--- config.mk ---
export PLATFORM = sky130hd
export DESIGN_NAME = adder_arbiter
export DESIGN_NICKNAME = d
export VERILOG_FILES = /design/src/rtl/adder_arbiter.sv
export SDC_FILE = /design/constraint.sdc
export NUM_CORES = 1
export LEC_CHECK = 0
export ABC_CLOCK_PERIOD_IN_PS = 3900
export CAP_MARGIN = 10
export CORE_MARGIN = 1.5
export CORE_UTILIZATION = 39
export CTS_CLUSTER_SIZE = 8
export DETAILED_ROUTE_END_ITERATION = 8
export GPL_ROUTABILITY_DRIVEN = 1
export PLACE_DENSITY = 0.74
export SKIP_LAST_GASP = 1
export SYNTH_ARGS = -nofsm -noshare
export SYNTH_HDL_FRONTEND = slang
export SYNTH_HIERARCHICAL = 1
export SYNTH_SLANG_ARGS = --single-unit
--- constraint.sdc ---
create_clock -name clk -period 3.9 [get_ports clk]
set_input_delay 0.585 -clock clk [delete_from_list [all_inputs] [get_ports clk]]
set_output_delay 0.585 -clock clk [all_outputs]
set_load 0.005 [all_outputs]
--- src/rtl/adder_arbiter.sv ---
// -----------------------------------------------------------------------------
// adder_arbiter
//   Round-robin arbiter and sequencer that shares one 16-bit sign-magnitude
//   adder datapath between N_REQ requesters. A granted request is latched,
//   added in the following cycle, and held as a registered response until the
//   consumer accepts it.
//
//   Sub-modules (same file):
//     complement            - sign-magnitude <-> two's complement conversion
//     sixteen_bit_full_adder - 16-bit add with carry in / carry out
//
//   Ports (adder_arbiter):
//     clk          rising-edge clock
//     rst_n        asynchronous active-low reset
//     req_valid    per-requester request valid
//     req_ready    per-requester accept (combinational, one-hot or zero)
//     req_a/req_b  operands, slice i is [16*i+15:16*i], sign-magnitude
//     req_cin      per-requester carry-in
//     resp_valid   response available
//     resp_ready   consumer accepts the response
//     resp_id      index of the served requester
//     resp_sum     sign-magnitude result
//     resp_ov/zf/nf/cf  overflow, zero, negative, carry flags
// -----------------------------------------------------------------------------

// -----------------------------------------------------------------------------
// complement
//   x[15]=0 passes through; otherwise the magnitude is two's-complemented
//   modulo 2^15 with the sign bit kept. 0x8000 maps to itself.
//   Ports: x (in, 16), y (out, 16)
// -----------------------------------------------------------------------------
module complement (
  input  logic [15:0] x,
  output logic [15:0] y
);

  // Conditional negate of the 15-bit magnitude field.
  always_comb begin
    if (x[15]) begin
      y = {1'b1, (~x[14:0]) + 15'd1};
    end else begin
      y = x;
    end
  end

endmodule

// -----------------------------------------------------------------------------
// sixteen_bit_full_adder
//   {cout, sum} = a + b + cin
//   Ports: a, b (in, 16), cin (in, 1), sum (out, 16), cout (out, 1)
// -----------------------------------------------------------------------------
module sixteen_bit_full_adder (
  input  logic [15:0] a,
  input  logic [15:0] b,
  input  logic        cin,
  output logic [15:0] sum,
  output logic        cout
);

  // 17-bit add so the carry out of bit 15 is kept.
  always_comb begin
    {cout, sum} = {1'b0, a} + {1'b0, b} + {16'd0, cin};
  end

endmodule

// -----------------------------------------------------------------------------
// adder_arbiter (top)
// -----------------------------------------------------------------------------
module adder_arbiter #(
  parameter int N_REQ = 4,
  parameter int IDW   = $clog2(N_REQ)
) (
  input  logic                  clk,
  input  logic                  rst_n,
  input  logic [N_REQ-1:0]      req_valid,
  output logic [N_REQ-1:0]      req_ready,
  input  logic [16*N_REQ-1:0]   req_a,
  input  logic [16*N_REQ-1:0]   req_b,
  input  logic [N_REQ-1:0]      req_cin,
  output logic                  resp_valid,
  input  logic                  resp_ready,
  output logic [IDW-1:0]        resp_id,
  output logic [15:0]           resp_sum,
  output logic                  resp_ov,
  output logic                  resp_zf,
  output logic                  resp_nf,
  output logic                  resp_cf
);

  typedef enum logic [1:0] {
    ST_IDLE = 2'd0,
    ST_EXEC = 2'd1,
    ST_RESP = 2'd2
  } state_t;

  state_t          state_q, state_d;
  logic [IDW-1:0]  ptr_q, ptr_d;

  // Latched operation.
  logic [15:0]     a_q, a_d;
  logic [15:0]     b_q, b_d;
  logic            cin_q, cin_d;
  logic [IDW-1:0]  id_q, id_d;

  // Response registers.
  logic            resp_valid_q, resp_valid_d;
  logic [IDW-1:0]  resp_id_q, resp_id_d;
  logic [15:0]     resp_sum_q, resp_sum_d;
  logic            ov_q, ov_d;
  logic            zf_q, zf_d;
  logic            nf_q, nf_d;
  logic            cf_q, cf_d;

  // Arbitration results.
  logic            grant_found_s;
  logic [IDW-1:0]  grant_idx_s;
  logic [IDW-1:0]  next_ptr_s;
  logic [IDW:0]    cand_s;

  // Datapath nets.
  logic [15:0]     a2_s, b2_s, s_s, sum_sm_s;
  logic            c16_s;
  logic            ov_s, zf_s, nf_s;

  complement u_comp_a (.x(a_q),  .y(a2_s));
  complement u_comp_b (.x(b_q),  .y(b2_s));

  sixteen_bit_full_adder u_add (
    .a    (a2_s),
    .b    (b2_s),
    .cin  (cin_q),
    .sum  (s_s),
    .cout (c16_s)
  );

  complement u_comp_s (.x(s_s), .y(sum_sm_s));

  // Flags are taken on the two's complement sum, before converting back.
  always_comb begin
    ov_s = (a2_s[15] == b2_s[15]) && (s_s[15] != a2_s[15]);
    zf_s = (s_s == 16'd0);
    nf_s = s_s[15];
  end

  // Round-robin search: first valid requester at or after the pointer, wrapping.
  always_comb begin
    grant_found_s = 1'b0;
    grant_idx_s   = '0;
    cand_s        = '0;
    for (int k = 0; k < N_REQ; k++) begin
      cand_s = {1'b0, ptr_q} + (IDW+1)'(k);
      if (cand_s >= (IDW+1)'(N_REQ)) begin
        cand_s = cand_s - (IDW+1)'(N_REQ);
      end else begin
        cand_s = cand_s;
      end
      if (!grant_found_s && req_valid[cand_s[IDW-1:0]]) begin
        grant_found_s = 1'b1;
        grant_idx_s   = cand_s[IDW-1:0];
      end else begin
        grant_found_s = grant_found_s;
      end
    end
  end

  // Pointer moves to the requester just after the winner, modulo N_REQ.
  always_comb begin
    if (grant_idx_s == IDW'(N_REQ-1)) begin
      next_ptr_s = '0;
    end else begin
      next_ptr_s = grant_idx_s + IDW'(1);
    end
  end

  // Accept strobe: only in IDLE, only for the winner; held low while in reset.
  always_comb begin
    req_ready = '0;
    if ((state_q == ST_IDLE) && grant_found_s && rst_n) begin
      req_ready[grant_idx_s] = 1'b1;
    end else begin
      req_ready = '0;
    end
  end

  // Next-state and register-update logic for the sequencer FSM.
  always_comb begin
    state_d      = state_q;
    ptr_d        = ptr_q;
    a_d          = a_q;
    b_d          = b_q;
    cin_d        = cin_q;
    id_d         = id_q;
    resp_valid_d = resp_valid_q;
    resp_id_d    = resp_id_q;
    resp_sum_d   = resp_sum_q;
    ov_d         = ov_q;
    zf_d         = zf_q;
    nf_d         = nf_q;
    cf_d         = cf_q;

    case (state_q)
      ST_IDLE: begin
        if (grant_found_s) begin
          a_d     = req_a[{grant_idx_s, 4'b0000} +: 16];
          b_d     = req_b[{grant_idx_s, 4'b0000} +: 16];
          cin_d   = req_cin[grant_idx_s];
          id_d    = grant_idx_s;
          ptr_d   = next_ptr_s;
          state_d = ST_EXEC;
        end else begin
          state_d = ST_IDLE;
        end
      end
      ST_EXEC: begin
        resp_sum_d   = sum_sm_s;
        resp_id_d    = id_q;
        ov_d         = ov_s;
        zf_d         = zf_s;
        nf_d         = nf_s;
        cf_d         = c16_s;
        resp_valid_d = 1'b1;
        state_d      = ST_RESP;
      end
      ST_RESP: begin
        // resp_valid is always high here, so resp_ready alone completes it.
        if (resp_ready) begin
          resp_valid_d = 1'b0;
          state_d      = ST_IDLE;
        end else begin
          state_d      = ST_RESP;
        end
      end
      default: begin
        resp_valid_d = 1'b0;
        state_d      = ST_IDLE;
      end
    endcase
  end

  // State, pointer, operand and response registers.
  always_ff @(posedge clk or negedge rst_n) begin
    if (!rst_n) begin
      state_q      <= ST_IDLE;
      ptr_q        <= '0;
      a_q          <= 16'd0;
      b_q          <= 16'd0;
      cin_q        <= 1'b0;
      id_q         <= '0;
      resp_valid_q <= 1'b0;
      resp_id_q    <= '0;
      resp_sum_q   <= 16'd0;
      ov_q         <= 1'b0;
      zf_q         <= 1'b0;
      nf_q         <= 1'b0;
      cf_q         <= 1'b0;
    end else begin
      state_q      <= state_d;
      ptr_q        <= ptr_d;
      a_q          <= a_d;
      b_q          <= b_d;
      cin_q        <= cin_d;
      id_q         <= id_d;
      resp_valid_q <= resp_valid_d;
      resp_id_q    <= resp_id_d;
      resp_sum_q   <= resp_sum_d;
      ov_q         <= ov_d;
      zf_q         <= zf_d;
      nf_q         <= nf_d;
      cf_q         <= cf_d;
    end
  end

  assign resp_valid = resp_valid_q;
  assign resp_id    = resp_id_q;
  assign resp_sum   = resp_sum_q;
  assign resp_ov    = ov_q;
  assign resp_zf    = zf_q;
  assign resp_nf    = nf_q;
  assign resp_cf    = cf_q;

endmodule

==> results by group <==
Critical path
  – Setup CP Type: flop to flop
  – Buf/Inv on CP: 3
  – Flop2flop setup slack: 0.09 ns
  – Worst path required time: 4.12 ns
  – Worst setup EP type: flop
  – Max stage delay on crit path: approximately 0.5 ns
  – Startpoint type of the worst setup path: flop
  – Crit path cell chain: inv_1 -> ha_4 -> or4b_4 -> buf_4 -> o41ai_4 -> xnor2_1 -> ha_1 -> and3_1 -> a211o_1 -> xor2_2 -> buf_4 -> o21ai_0 -> xnor2_1 -> mux2_2
  – WP data arrival: approximately 4 ns
  – Crit path max-delay family: compound AO/OA/AOI/OAI gates
  – CP max stage cell: or4b_4
  – Critical Path Fanout Max: 5

STA
  – Fin worst setup slack: between 0.08 and 0.09 ns
  – Tmin final: between 3 and 4 ns
  – Endpoints failing hold: 0
  – RSZ-0062 raised after global routing: yes
  – Pins Over Slew Limit: 0
  – Slew HR: 22.93%
  – Slew of the pin with the lowest slew margin: ~1.2 ns
  – Worst Skew: just over 0.007 ns
  – Endpoints failing setup: 0
  – Hold slack: approximately 0.49 ns
  – Fmax: 262.4 MHz
  – Tcrit/Tclk final: approximately 98%

GRT
  – All-Layer GR Usage: 21.97%
  – Largest net degree at the start of global routing: 63
  – Vias in the first global route: 5051
  – Overflow left after global routing: 0
  – First-pass GRT wire length: roughly 25 mm
  – Initial antenna violation count: 1

Cells and area
  – FILL cells: 1167
  – Area of the multi-input gates: a little under 0.004 sq mm
  – P&R area growth vs syn: 47.66%
  – Finished Cell Area: 0.008133 sq mm
  – Layout cells sized above 1: 26.73%
  – Number of diodes: 0
  – Register area: approximately 0.0016 sq mm
  – Final nets: 892

Min path
  – Worst min path class: flop to flop

Job
  – Max Cap Viol: 0

Clock tree
  – CTS tree: built
  – Clock root cell: clkbuf_16
  – Worst-path clk slew: 0.05 ns
  – CTS Buf Count: 9
  – CTS Buffer Depth: 2
  – CTS Hold Bufs: 0
  – H-tree depth: 3
  – Clk sink count: 62
  – Clock latency on the worst-skew pair: between 0.3 and 0.4 ns

Place
  – Input/output buffers: 165
  – Dpl hpwl: 13.00 mm
  – RePlAce Congestion: 0.8688
  – Placement Setup Slack: -0.06821 ns
  – Area after DPL: 0.007385 sq mm

Drt
  – DRC: 0
  – Vias per inst: 5.527
  – DR vias: between 5000 and 6000
  – ANT nets after route: 0
  – Initial DRC count: 224
  – Final WL: 16.77 mm
  – Routed len/inst: 18.29 microns
  – Pre-Repair DR Iteration Count: 4

Logic synthesis
  – Post-synth top flop: dfrtp_1
  – Number of synthesized flops with an enable pin: 0
  – Syn Inst Count: between 500 and 600
  – Synthesized flop and latch total: 62
  – Asr flop ratio synth: 100.0%
  – Ys Warns: 6
  – Post-synth net total: 712
  – Sequential element share of the synthesized area: 28.17%
  – Library cells used by synthesis: 61
  – Cell Area, Synth: 0.005508 sq mm
  – Syn avg cell area: 9.978 sq um

Floorplanning
  – Die H: around 120 microns
  – DIE AREA: 0.01485 sq mm
  – Die X: 121.8 microns
  – # IOs: 166
  – Row cnt: 43
  – Initial Utilization: between 30% and 40%
  – Core Area: 0.01383 sq mm

Run status
  – Status: completed
synthesized netlist by cell type (3+ instances only):
| cell | count | area, sq um |
|---|---|---|
| nor2_1 | 43 | 161.4 |
| o21a_1 | 4 | 30.03 |
| mux2_2 | 20 | 225.2 |
| or3_2 | 6 | 45.04 |
| inv_1 | 16 | 60.06 |
| or4_4 | 3 | 33.78 |
| buf_6 | 12 | 135.1 |
| nand2b_1 | 5 | 31.28 |
| or4_2 | 3 | 26.28 |
| o21bai_1 | 3 | 22.52 |
| or4_1 | 3 | 22.52 |
| nand3_1 | 3 | 15.01 |
| xnor2_1 | 48 | 420.4 |
| or2_2 | 7 | 43.79 |
| a211oi_1 | 31 | 232.7 |
| a2111oi_2 | 26 | 390.4 |
| or3_1 | 4 | 25.02 |
| a2111oi_0 | 4 | 35.03 |
| o41ai_2 | 9 | 146.4 |
| o31ai_1 | 13 | 97.59 |
| nand2_1 | 18 | 67.56 |
| or4b_4 | 3 | 41.29 |
| clkbuf_1 | 11 | 41.29 |
| dfrtp_1 | 62 | 1551 |
| buf_4 | 7 | 52.55 |
| a21o_1 | 7 | 52.55 |
| a21oi_1 | 13 | 65.06 |
| buf_2 | 10 | 50.05 |
| mux2i_1 | 37 | 370.4 |
| ha_1 | 19 | 237.7 |
| and3_1 | 33 | 206.5 |
| nor4_1 | 5 | 31.28 |
| o41ai_1 | 3 | 26.28 |
| xor2_1 | 5 | 43.79 |
| a21oi_2 | 3 | 26.28 |
| o21ai_0 | 21 | 105.1 |
final timing paths:
path	startpoint	endpoint	cells after the start
worst min-delay path	id_q[1]$_DFFE_PN0P_	id_q[1]$_DFFE_PN0P_	1
max in group asynchronous	rst_n	a_q[2]$_DFFE_PN0P_	2
worst min register to register	id_q[1]$_DFFE_PN0P_	id_q[1]$_DFFE_PN0P_	1
min in group asynchronous	rst_n	state_q[0]$_DFF_PN0_	2
worst max register to register	a_q[0]$_DFFE_PN0P_	resp_sum[5]$_DFFE_PN0P_	14
worst max-delay path	a_q[0]$_DFFE_PN0P_	resp_sum[5]$_DFFE_PN0P_	14
repair_timing:
action / CTS / global route
setup endpoints to repair: 3 / 14
pin swaps: 0 / 40
gates resized for setup: 4 / 77
setup buffers: 0 / 5
cloned: 0 / 2
cells by family (layout without fill, tap and decap cells):
kind of cell | count (synthesis) | count (layout) | synth area share [%]
buf+inv | 58 | 243 | 6.384
mux | 57 | 57 | 10.81
flops | 62 | 62 | 28.17
simple gates | 148 | 148 | 15.33
xor+xnor | 53 | 53 | 8.428
fa+ha+maj | 21 | 21 | 5.043
compound gates | 153 | 153 | 25.83
area by class of cell:
| type | count | share of cell area (%) |
|---|---|---|
| tap | 180 | 2.769 |
| clock inverter | 3 | 0.4923 |
| clock buffer | 13 | 3.446 |
| sequential | 62 | 19.11 |
| timing repair buffer | 209 | 24.40 |
| multi-input combinational | 432 | 48.89 |
| inverter | 18 | 0.8923 |
metrics by stage:
step           instances  util [%]  setup TNS, ns
3_5_place_dp         894     53.41        -0.1034
3_3_place_gp         894     53.41              0
2_1_floorplan        552         -              0
6_report             917     58.82              0
4_1_cts              910     55.76       -0.01944
5_1_grt              917     58.82        -0.1227
registers in the layout, indices dropped and copies added, names as in the netlist, 2 cells and up:
| name | count |
|---|---|
| a_q | 16 |
| ptr_q | 2 |
| id_q | 2 |
| resp_id | 2 |
| state_q | 2 |
| resp_sum | 16 |
| b_q | 16 |
placed cells by master, fill, tap and decap left out, types with 8 or more instances in the layout:
cell type	count
o31ai_2	9
a2111oi_2	25
nor2_1	42
nand2_1	18
buf_4	42
a211oi_1	31
inv_1	12
clkdlybuf4s50_1	164
clkbuf_16	9
ha_1	14
dfrtp_1	60
and3_1	33
xnor2_1	42
mux2_2	20
mux2i_1	37
o21ai_1	8
o21ai_0	10
a21oi_1	10
routing by layer:
metal  up-vias  wire, microns  track usage (%)
met5         -              0                0
met2       152           8398            37.54
met1      2445           7147            27.42
met3        18            887            4.822
li1       2453              -                -
met4         0            340            7.206
worst register-to-register path, stage by stage (launching register included):
cell and delay (ns):
dfrtp_1 0.37, inv_1 0.10, ha_4 0.14, or4b_4 0.50
buf_4 0.18, o41ai_4 0.42, xnor2_1 0.17, ha_1 0.29
and3_1 0.20, a211o_1 0.32, xor2_2 0.24, buf_4 0.23
o21ai_0 0.12, xnor2_1 0.13, mux2_2 0.27
Power is not shown: default switching activity piles up to over one toggle a cycle in this logic, so the estimate is an artifact.
